<file path="src/rtl/parity_pkg.sv">
// Shared types and helpers for the odd-parity receive path.
// Holds word widths, the parity predicate and the FIFO occupancy states.
package parity_pkg;

    localparam int WORD_W = 16;
    localparam int DATA_W = 15;

    typedef enum logic [1:0] {
        EMPTY = 2'd0,
        ONE   = 2'd1,
        FULL  = 2'd2
    } occ_e;

    // A protected word is good when all 16 bits XOR to 1.
    function automatic logic odd_parity_ok(input logic [WORD_W-1:0] word);
        return ^word;
    endfunction

endpackage

</file>
<file path="src/rtl/parity_rx_fifo2.sv">
// Two-entry valid/ready FIFO with an explicit EMPTY/ONE/FULL occupancy FSM.
// Ports: wr_valid_i/wr_ready_o/wr_data_i in, rd_valid_o/rd_ready_i/rd_data_o out.
module parity_rx_fifo2
    import parity_pkg::*;
(
    input  logic              clock,
    input  logic              reset_n,
    input  logic              wr_valid_i,
    output logic              wr_ready_o,
    input  logic [WORD_W-1:0] wr_data_i,
    output logic              rd_valid_o,
    input  logic              rd_ready_i,
    output logic [WORD_W-1:0] rd_data_o
);

    occ_e              state_q, state_d;
    logic [WORD_W-1:0] head_q, head_d;
    logic [WORD_W-1:0] tail_q, tail_d;
    logic              push;
    logic              pop;

    // Ready depends only on registered occupancy: no ready path through.
    assign wr_ready_o = (state_q != FULL);
    assign rd_valid_o = (state_q != EMPTY);
    assign rd_data_o  = rd_valid_o ? head_q : '0;

    assign push = wr_valid_i && wr_ready_o;
    assign pop  = rd_valid_o && rd_ready_i;

    always_comb begin
        state_d = state_q;
        head_d  = head_q;
        tail_d  = tail_q;
        unique case (state_q)
            EMPTY: begin
                if (push) begin
                    head_d  = wr_data_i;
                    state_d = ONE;
                end
            end
            ONE: begin
                if (push && pop) begin
                    head_d = wr_data_i;
                end else if (push) begin
                    tail_d  = wr_data_i;
                    state_d = FULL;
                end else if (pop) begin
                    state_d = EMPTY;
                end
            end
            FULL: begin
                if (pop) begin
                    head_d  = tail_q;
                    state_d = ONE;
                end
            end
            default: state_d = EMPTY;
        endcase
    end

    always_ff @(posedge clock) begin
        if (!reset_n) begin
            state_q <= EMPTY;
            head_q  <= '0;
            tail_q  <= '0;
        end else begin
            state_q <= state_d;
            head_q  <= head_d;
            tail_q  <= tail_d;
        end
    end

endmodule

</file>
<file path="src/rtl/parity_check_rx.sv">
// Odd-parity word checker: strips bit 0, queues payload, keeps error stats.
// Ports: in_* / out_* valid-ready streams, err_sticky/err_clr/err_count; macro PARITY_ERR_CNT_EN.
module parity_check_rx
    import parity_pkg::*;
#(
    parameter int DROP_BAD  = 0,
    parameter int ERR_CNT_W = 8
) (
    input  logic                 clock,
    input  logic                 reset_n,
    input  logic                 in_valid,
    output logic                 in_ready,
    input  logic [WORD_W-1:0]    in_word,
    output logic                 out_valid,
    input  logic                 out_ready,
    output logic [DATA_W-1:0]    out_data,
    output logic                 out_perr,
    output logic                 err_sticky,
    input  logic                 err_clr,
    output logic [ERR_CNT_W-1:0] err_count
);

    logic              bad;
    logic              accept;
    logic              wr_valid;
    logic [WORD_W-1:0] rd_data;
    logic              sticky_q, sticky_d;

    assign bad    = !odd_parity_ok(in_word);
    assign accept = in_valid && in_ready;

    // Dropped words still handshake; they just never reach the FIFO.
    assign wr_valid = in_valid && !((DROP_BAD != 0) && bad);

    parity_rx_fifo2 u_fifo (
        .clock      (clock),
        .reset_n    (reset_n),
        .wr_valid_i (wr_valid),
        .wr_ready_o (in_ready),
        .wr_data_i  ({bad, in_word[WORD_W-1:1]}),
        .rd_valid_o (out_valid),
        .rd_ready_i (out_ready),
        .rd_data_o  (rd_data)
    );

    assign out_perr = rd_data[WORD_W-1];
    assign out_data = rd_data[DATA_W-1:0];

    // Clear has priority over a same-cycle bad accept.
    always_comb begin
        sticky_d = sticky_q;
        if (err_clr) begin
            sticky_d = 1'b0;
        end else if (accept && bad) begin
            sticky_d = 1'b1;
        end
    end

    always_ff @(posedge clock) begin
        if (!reset_n) begin
            sticky_q <= 1'b0;
        end else begin
            sticky_q <= sticky_d;
        end
    end

    assign err_sticky = sticky_q;

`ifdef PARITY_ERR_CNT_EN
    logic [ERR_CNT_W-1:0] cnt_q, cnt_d;

    always_comb begin
        cnt_d = cnt_q;
        if (err_clr) begin
            cnt_d = '0;
        end else if (accept && bad && (cnt_q != '1)) begin
            cnt_d = cnt_q + ERR_CNT_W'(1);
        end
    end

    always_ff @(posedge clock) begin
        if (!reset_n) begin
            cnt_q <= '0;
        end else begin
            cnt_q <= cnt_d;
        end
    end

    assign err_count = cnt_q;
`else
    assign err_count = '0;
`endif

endmodule

</file>
<file path="config.mk">
export PLATFORM = sky130hd
export DESIGN_NAME = parity_check_rx
export DESIGN_NICKNAME = d
export VERILOG_FILES = /design/src/rtl/parity_pkg.sv /design/src/rtl/parity_rx_fifo2.sv /design/src/rtl/parity_check_rx.sv
export SDC_FILE = /design/constraint.sdc
export NUM_CORES = 1
export LEC_CHECK = 0
export ABC_AREA = 1
export CORE_MARGIN = 4
export CORE_UTILIZATION = 35
export CTS_CLUSTER_SIZE = 10
export DETAILED_ROUTE_END_ITERATION = 16
export GPL_ROUTABILITY_DRIVEN = 0
export HOLD_SLACK_MARGIN = 0.15
export PLACE_DENSITY = 0.65
export SLEW_MARGIN = 20
export SYNTH_ARGS = -nofsm -noshare
export SYNTH_HDL_FRONTEND = slang
export SYNTH_SLANG_ARGS = --single-unit
</file>
<file path="constraint.sdc">
create_clock -name clock -period 1.5 [get_ports clock]
set_input_delay 0.45 -clock clock [delete_from_list [all_inputs] [get_ports clock]]
set_output_delay 0.45 -clock clock [all_outputs]
set_load 0.02 [all_outputs]
</file>
# Word-level counts from Yosys, hierarchy flattened
# Index checks and enable logic that the tools add are counted.
# Widths: inputs -> output; s select.
[word_totals]
regBits = 35
in_bits = 21
out_inout_bits = 27
wordCells = 38
[classes]
n_eq_ne = 8
mux = 11
bitwise = 2
reduce_logical = 13
[ops]
columns = ["operator", "n"]
rows = [
  ["$mux 16", 4],
  ["$pmux 16 s3", 1],
  ["$reduce_xor 16->1", 1],
  ["$mux 2", 5],
  ["$reduce_and 4->1", 2],
  ["$ne 2x2->1 const B", 3],
  ["$pmux 2 s3", 1],
  ["$logic_and 1x1->1", 4],
  ["$ne 2x1->1 const B", 2],
  ["$ne 3x2->1 const B", 1],
  ["$reduce_and 3->1", 1],
  ["$reduce_bool 3->1", 1],
  ["$eq 2x1->1 const B", 1],
  ["$eq 2x2->1 const B", 1],
  ["$logic_not 2->1", 1],
  ["$not 1->1", 2],
  ["$reduce_bool 2->1", 1],
  ["$reduce_or 2->1", 1],
  ["$logic_not 1->1", 1],
]

# Logic depth before layout (Yosys ltp)
# Gate-level depths: netlist of the first run.
[logic_depth]
depth_word = 6
ltp_mapped = 13

# Hierarchy
# Synthesis of the first run repeated with hierarchy kept, for this count alone.
[hier_totals]
hier_cells = 405
hier_area_um2 = 2272.2
[by_module_without_submodules]
columns = ["mod", "instances", "cells_each", "area_per_inst_um2", "seq_area_each_um2"]
rows = [
  ["parity_rx_fifo2", 1, 280, 1730.4, 680.7],
  ["parity_check_rx", 1, 125, 541.8, 20.0],
]

# Worst setup path after synthesis of the first run
# No wires, ideal clock.
[synth_timing]
kind = "register to output"
from = "register u_fifo.state_q[0]"
to = "output out_data[10]"
arrival_ns = 1.317
t_required_ns = 1.050
path_slack_ns = -0.267
stages_incl_launch_ff = 6
path_cell_list = "dfxtp_1 -> inv_1 -> ha_1 -> buf_4 -> clkbuf_1 -> nor2_1"
[synth_between]
elab_chain_len = 2
[synth_lines]
columns = ["item", "line_no", "rtl"]
rows = [
  ["start: declaration", "parity_rx_fifo2.sv:16", "occ_e state_q, state_d;"],
  ["start signal: assignment", "parity_rx_fifo2.sv:67", "state_q <= state_d;"],
  ["$reduce_bool 2->1", "parity_rx_fifo2.sv:24", "assign rd_valid_o = (state_q != EMPTY);"],
  ["$mux 16", "parity_rx_fifo2.sv:25", "assign rd_data_o = rd_valid_o ? head_q : '0;"],
  ["end: declaration", "parity_check_rx.sv:16", "output logic [DATA_W-1:0] out_data,"],
]
# Every way passes these cells.

# Worst setup path after layout of the first run
# Same ends and word-level chain as after synthesis.

==> results of run 1 <==
==> power groups by stage <==
stage                     Combinational [mW]  Sequential [mW]  Clock [mW]
final                                   3.69             1.35       0.865
after global routing                    4.02             1.38       0.927
after CTS                               3.36             1.32       0.883
after detailed placement                2.86             1.34           0
after global placement                  2.82             1.33           0
after floorplan                         2.07             1.34           0
==> final cells by class <==
| cell class | instances | area share (%) |
|---|---|---|
| Tap cell | 72 | 2.74 |
| Sequential cell | 35 | 21.4 |
| Inverter | 48 | 5.71 |
| Timing Repair Buffer | 80 | 26.0 |
| Multi-Input combinational cell | 225 | 40.6 |
| Clock inverter | 2 | 1.07 |
| Clock buffer | 6 | 2.51 |
==> cells in the final DEF, fill, tap and decap left out, types with 10 or more instances in the layout <==
master | Yosys | routed
buf_6 | 1 | 21
dfxtp_1 | 35 | 33
nor2_4 | 1 | 13
a21oi_1 | 33 | 29
dlymetal6s2s_1 | 0 | 12
o21ai_0 | 19 | 15
buf_4 | 10 | 31
o21ai_2 | 1 | 21
o21ai_1 | 31 | 13
inv_1 | 44 | 36
nand2_1 | 91 | 85
inv_2 | 4 | 10
==> logic make-up (layout without fill, tap and decap cells) <==
family / Yosys count / count (layout) / synth area share, %
AND/OR/NAND/NOR: 125 / 125 / 24.2
AO/OA/AOI/OAI: 87 / 87 / 22.8
buffers and inverters: 71 / 136 / 15.6
flip-flops: 35 / 35 / 34.2
adder cells (fa/ha/maj): 5 / 5 / 3.05
other: 1 / 8 / 0.183
==> sequential cells by signal, indices dropped and copies added (netlist names) <==
signal          count
err_sticky          1
u_fifo.head_q      16
u_fifo.state_q      2
u_fifo.tail_q      16
==> critical path: cells and delay by family, from the launching register on <==
family                     cells  cell delay [ns]
buffers and inverters          4             0.41
DFF                            1             0.33
and+or+nand+nor                1             0.07
adders and majority gates      1             0.19
==> cell usage after synthesis <==
master     count
nor2_1        23
or2_2          1
o2111ai_4      1
buf_6          1
nor2_4         1
buf_2          6
conb_1         1
o21ai_0       19
buf_4         10
a21oi_2        2
clkbuf_1       5
nand3_1        5
o21ai_2        1
a21oi_1       33
nand2_1       91
nand3b_1       1
nand2_2        3
dfxtp_1       35
buf_1          1
inv_2          4
o21ai_1       31
ha_1           5
inv_1         44
==> metal layers <==
metal	up-vias	track usage (%)	share of wire, %
li1	1141	-	-
met1	899	17.4	46
met2	54	19.9	48
met3	4	2.65	4.8
met4	0	4.32	0.61
met5	-	0	0
==> worst max path at each step <==
stage                                         startpoint                             to  slack [ns]  cells past startpoint
final                     u_fifo.state_q[0]$_SDFFE_PN0P_                   out_data[10]       -0.23                      6
after floorplan           u_fifo.state_q[1]$_SDFFE_PN0P_                   out_data[10]       0.005                      5
after CTS                 u_fifo.state_q[0]$_SDFFE_PN0P_                    out_data[5]       -0.21                      5
after detailed placement  u_fifo.state_q[1]$_SDFFE_PN0P_                    out_data[8]       -0.44                      4
after global routing      u_fifo.state_q[1]$_SDFFE_PN0P_  u_fifo.head_q[8]$_SDFFE_PN0P_       -0.32                     13
after global placement    u_fifo.state_q[1]$_SDFFE_PN0P_                    out_data[7]       -0.40                      4
==> what timing repair did <==
action                     in CTS  in global routing
gates resized for setup       137                 51
pin swaps                      11                 10
setup endpoints to repair      54                 53
cloned                          0                  2
setup buffers                   8                  1
==> stage by stage <==
step           instances  utilization [%]  power [mW]  hold slack, ns
4_1_cts              465             54.8        5.57           0.449
5_1_grt              468             58.6        6.33           0.466
3_5_place_dp         449             49.7        4.20           0.445
3_3_place_gp         449             49.7        4.15           0.437
2_1_floorplan        331                -        3.42           0.431
6_report             468             58.6        5.90           0.447
==> impl_metrics.tcl, run 1 <==
set metrics [dict create \
    initial_utilization_pct 36.6 \
    crit_path_top_delay_cell "dfxtp_2" \
    crit_arrival_ns 1.28 \
    via_per_inst 4.48 \
    r2r-end "u_fifo.head_q[10]$_SDFFE_PN0P_" \
    io_pins 48 \
    cpPeakStageDelay_ns 0.33 \
    grt_max_degree 34 \
    place_area_mm2 0.00279 \
    drt_iter0_drc 140 \
    ys_warn_count 0 \
    drt-pass1-iter-count 5 \
    portBuffers 39 \
    p_switching_mw 2.43 \
    fin_crit_sh_pct 116 \
    failed_checks "negative setup slack" \
    wl_per_cell_um 10.5 \
    die_h_um 84.5 \
    synthDistinctLibCells 23 \
    tns_ns -7.46 \
    setup_viol 52 \
    multiInputGateArea_mm2 0.00133 \
    grt_pass1_vias 1756 \
    critPathMaxFanout 6 \
    synth_seq_cells 35 \
    numCtsBuffers 5 \
    power_frac_comb_pct 62.5 \
    power.internal_mw 3.48 \
    hold_end "err_sticky$_SDFFE_PP0P_" \
    end_kind "primary output" \
    ff2ff_setup_slack_ns -0.20 \
    leakagePower_nw 1.60 \
    p_sw_share_pct 41.1 \
    skew_ns 0.00502 \
    drv_slew 0 \
    vdd_ir_drop_max_uv 978 \
    layout_setup_ws_ns -0.234 \
    cap_violations 0 \
    cts.sinks 35 \
    rr_startpoint "u_fifo.state_q[0]$_SDFFE_PN0P_" \
    pre_cts_ws_ns -0.439 \
    rsz0062_at_grt "yes" \
    clk_latency_ns 0.28 \
    final_nets 421 \
    setup.worst_path.start_class "register" \
    cp_data_required_time_ns 1.05 \
    synth_top_area_share_pct 34.2 \
    htree_levels 2 \
    p_clk_share_pct 14.7 \
    diodes 0 \
    fmaxAchievable_ghz 0.577 \
    rows 27 \
    seq_area_um2 703 \
    critPathKind "reg2out" \
    finalHoldViolations 0 \
    holdBufCountCts 0 \
    cellPowerDensity_mw_per_mm2 1800 \
    hold_path_depth 2 \
    drc 0 \
    antenna_found_initial 0 \
    drive_gt1_share_pct 35.9 \
    synth_area_leaders "dfxtp_1, nand2_1, a21oi_1" \
    clkTransAtPathRegs_ns 0.07 \
    grt-ovfl-total 0 \
    place_hpwl_um 3370 \
    synthCells 324 \
    drtAntennaViolNets 0 \
    core_mm2 0.00561 \
    outcome "finished, violations left" \
    num_vias 2098 \
    cts.path.max_buffers 2 \
    die_w_um 84.5 \
    fillers 535 \
    reg2reg_depth 13 \
    synthToLayoutAreaGrowth_pct 60.2 \
    grt_pass1_wl_um 7570 \
    synthesis.area_mm2 0.00205 \
    syn_area_per_cell_um2 6.33 \
    path_common_cell "buf_6" \
    grtUsageTotal_pct 12.7 \
    min_from "err_sticky$_SDFFE_PP0P_" \
    min_period_ns 1.73 \
    cp_cell_sequence "inv_2 -> ha_4 -> buf_4 -> buf_6 -> nor2_4 -> buf_6" \
    yosysTopAreaCell "dfxtp_1" \
    hold_class "reg2reg" \
    seqPwrFrac_pct 22.8 \
    routed_wirelength_um 4900 \
    yosysSeqAreaShare_pct 34.2 \
    cts_tree "yes" \
    root_buffer "clkbuf_8" \
    die_area_mm2 0.00715 \
    postLayoutCellArea_mm2 0.00328 \
]
Power figures use the tool's default switching activity.
==> run 2, diff against run 1 <==
Settings changed: CORE_UTILIZATION 35 to 45, PLACE_DENSITY 0.65 to 0.79, TNS_END_PERCENT set to 100.
==> run 2 against run 1 <==
  * The flow still finishes with violations (negative setup slack)
  * Utilization up 18 points
  * Combinational power up 16%
  * Clock power up 4.7%
  * Clock skew about the same
  * Total power up 11%
==> impl_metrics.tcl, run 2 (synthesized netlist as in run 1, its figures left out) <==
set metrics [dict create \
    outcome "finished, violations left" \
    failed_checks "negative setup slack" \
    final_nets 426 \
    die_h_um 75.5 \
    seqPwrFrac_pct 20.7 \
    drv_slew 0 \
    critPathKind "reg2reg" \
    cts.path.max_buffers 2 \
    hold_path_depth 2 \
    rows 24 \
    p_clk_share_pct 13.9 \
    multiInputGateArea_mm2 0.00134 \
    setup.worst_path.start_class "register" \
    root_buffer "clkbuf_8" \
    die_w_um 75.5 \
    skew_ns 0.00515 \
    grt_max_degree 34 \
    antenna_found_initial 0 \
    numCtsBuffers 5 \
    routed_wirelength_um 6300 \
    diodes 0 \
    ff2ff_setup_slack_ns -0.28 \
    layout_setup_ws_ns -0.277 \
    portBuffers 39 \
    core_mm2 0.00438 \
    num_vias 2330 \
    reg2reg_depth 12 \
    rsz0062_at_grt "yes" \
    cts_tree "yes" \
    r2r-end "u_fifo.tail_q[7]$_SDFFE_PN0P_" \
    end_kind "register" \
    fin_crit_sh_pct 118 \
    die_area_mm2 0.00570 \
    wl_per_cell_um 13.9 \
    power.internal_mw 3.73 \
    grt-ovfl-total 0 \
    setup_viol 53 \
    min_from "err_sticky$_SDFFE_PP0P_" \
    rr_startpoint "u_fifo.state_q[0]$_SDFFE_PN0P_" \
    hold_class "reg2reg" \
    seq_area_um2 703 \
    whs_ns 0.449 \
    fillers 291 \
    vdd_ir_drop_max_uv 1060 \
    fmaxAchievable_ghz 0.563 \
    power_frac_comb_pct 65.4 \
    p_switching_mw 2.79 \
    p_sw_share_pct 42.8 \
    place_hpwl_um 3470 \
    min_period_ns 1.78 \
    drt-pass1-iter-count 6 \
    leakagePower_nw 1.56 \
    htree_levels 2 \
    crit_path_start "u_fifo.state_q[0]$_SDFFE_PN0P_" \
    holdBufCountCts 0 \
    synthToLayoutAreaGrowth_pct 63.4 \
    drc 0 \
    via_per_inst 5.14 \
    final_common_cell "nand2_1" \
    grt_pass1_wl_um 8540 \
    finalHoldViolations 0 \
    grt_pass1_vias 2006 \
    drtAntennaViolNets 0 \
    clkTransAtPathRegs_ns 0.08 \
    clk_latency_ns 0.30 \
    cap_violations 0 \
    io_pins 48 \
    layout.cells.most_common_list "nand2_1, inv_1, dfxtp_1" \
    cellPowerDensity_mw_per_mm2 1950 \
    drt_iter0_drc 167 \
    power_mw 6.53 \
    crit_arrival_ns 1.99 \
    cp_data_required_time_ns 1.72 \
    initial_utilization_pct 46.8 \
    grtUsageTotal_pct 19.2 \
    drive_gt1_share_pct 34.7 \
    critPathMaxFanout 7 \
    cp-endpoint "u_fifo.tail_q[7]$_SDFFE_PN0P_" \
    cts.sinks 35 \
    reg.largest.list "u_fifo.head_q: 16 flops, u_fifo.tail_q: 16 flops, u_fifo.state_q: 2 flops" \
]
## run 2: worst max-delay path: stages, from the launching register on
cell	delay (ns)
dfxtp_2	0.33
inv_2	0.05
buf_4	0.14
ha_4	0.16
buf_6	0.12
nor2_4	0.09
buf_4	0.12
buf_6	0.10
nand3_4	0.08
inv_8	0.11
buf_12	0.12
o21ai_1	0.09
a21oi_1	0.19
## run 2: final cells by class
cell class	count	area share, %
Multi-Input combinational cell	225	39.9
Timing Repair Buffer	85	28.0
Sequential cell	35	21.0
Inverter	48	5.68
Clock buffer	6	2.46
Tap cell	52	1.94
Clock inverter	2	1.05
## run 2: layer usage
metal  part of all wire, %  routed length (um)  global-route usage, %  up-vias
met4                   2.4                 153                   8.16        0
met1                    41                2570                   23.2     1059
met5                     0                   0                      0        -
met3                   6.4                 406                   3.96       17
met2                    50                3160                   33.0      102
li1                      -                   -                      -     1152
## run 2: timing repair
item                       in CTS  in global routing
setup buffers                   6                  3
setup endpoints to repair      54                 53
pin swaps                       7                  7
cloned                          2                  2
gates resized for setup       143                 35
## run 2: per-stage QoR
step | area (um2) | setup WS, ns | TNS [ns] | std cells | utilization [%]
6_report | 3350 | -0.277 | -10.14 | 453 | 76.4
2_1_floorplan | 2200 | 0.00480 | 0 | 331 | -
5_1_grt | 3350 | -0.338 | -13.41 | 453 | 76.4
3_5_place_dp | 2810 | -0.398 | -15.90 | 432 | 64.1
4_1_cts | 3150 | -0.212 | -6.72 | 448 | 71.8
3_3_place_gp | 2810 | -0.350 | -14.91 | 432 | 64.1
## run 2: power groups by stage
stage / registers [mW] / logic (mW) / clock network (mW)
finish: 1.35 / 4.27 / 0.906
global placement: 1.33 / 2.94 / 0
floorplan: 1.34 / 2.07 / 0
detailed placement: 1.35 / 3.01 / 0
global route: 1.38 / 4.54 / 0.944
CTS: 1.33 / 3.49 / 0.897
## run 2: how the worst min path moves through the flow
stage	endpoint	slack, ns
after global placement	err_sticky$_SDFFE_PP0P_	0.44
after CTS	err_sticky$_SDFFE_PP0P_	0.45
final	err_sticky$_SDFFE_PP0P_	0.45
after floorplan	u_fifo.head_q[0]$_SDFFE_PN0P_	0.43
after detailed placement	err_sticky$_SDFFE_PP0P_	0.44
after global routing	err_sticky$_SDFFE_PP0P_	0.48
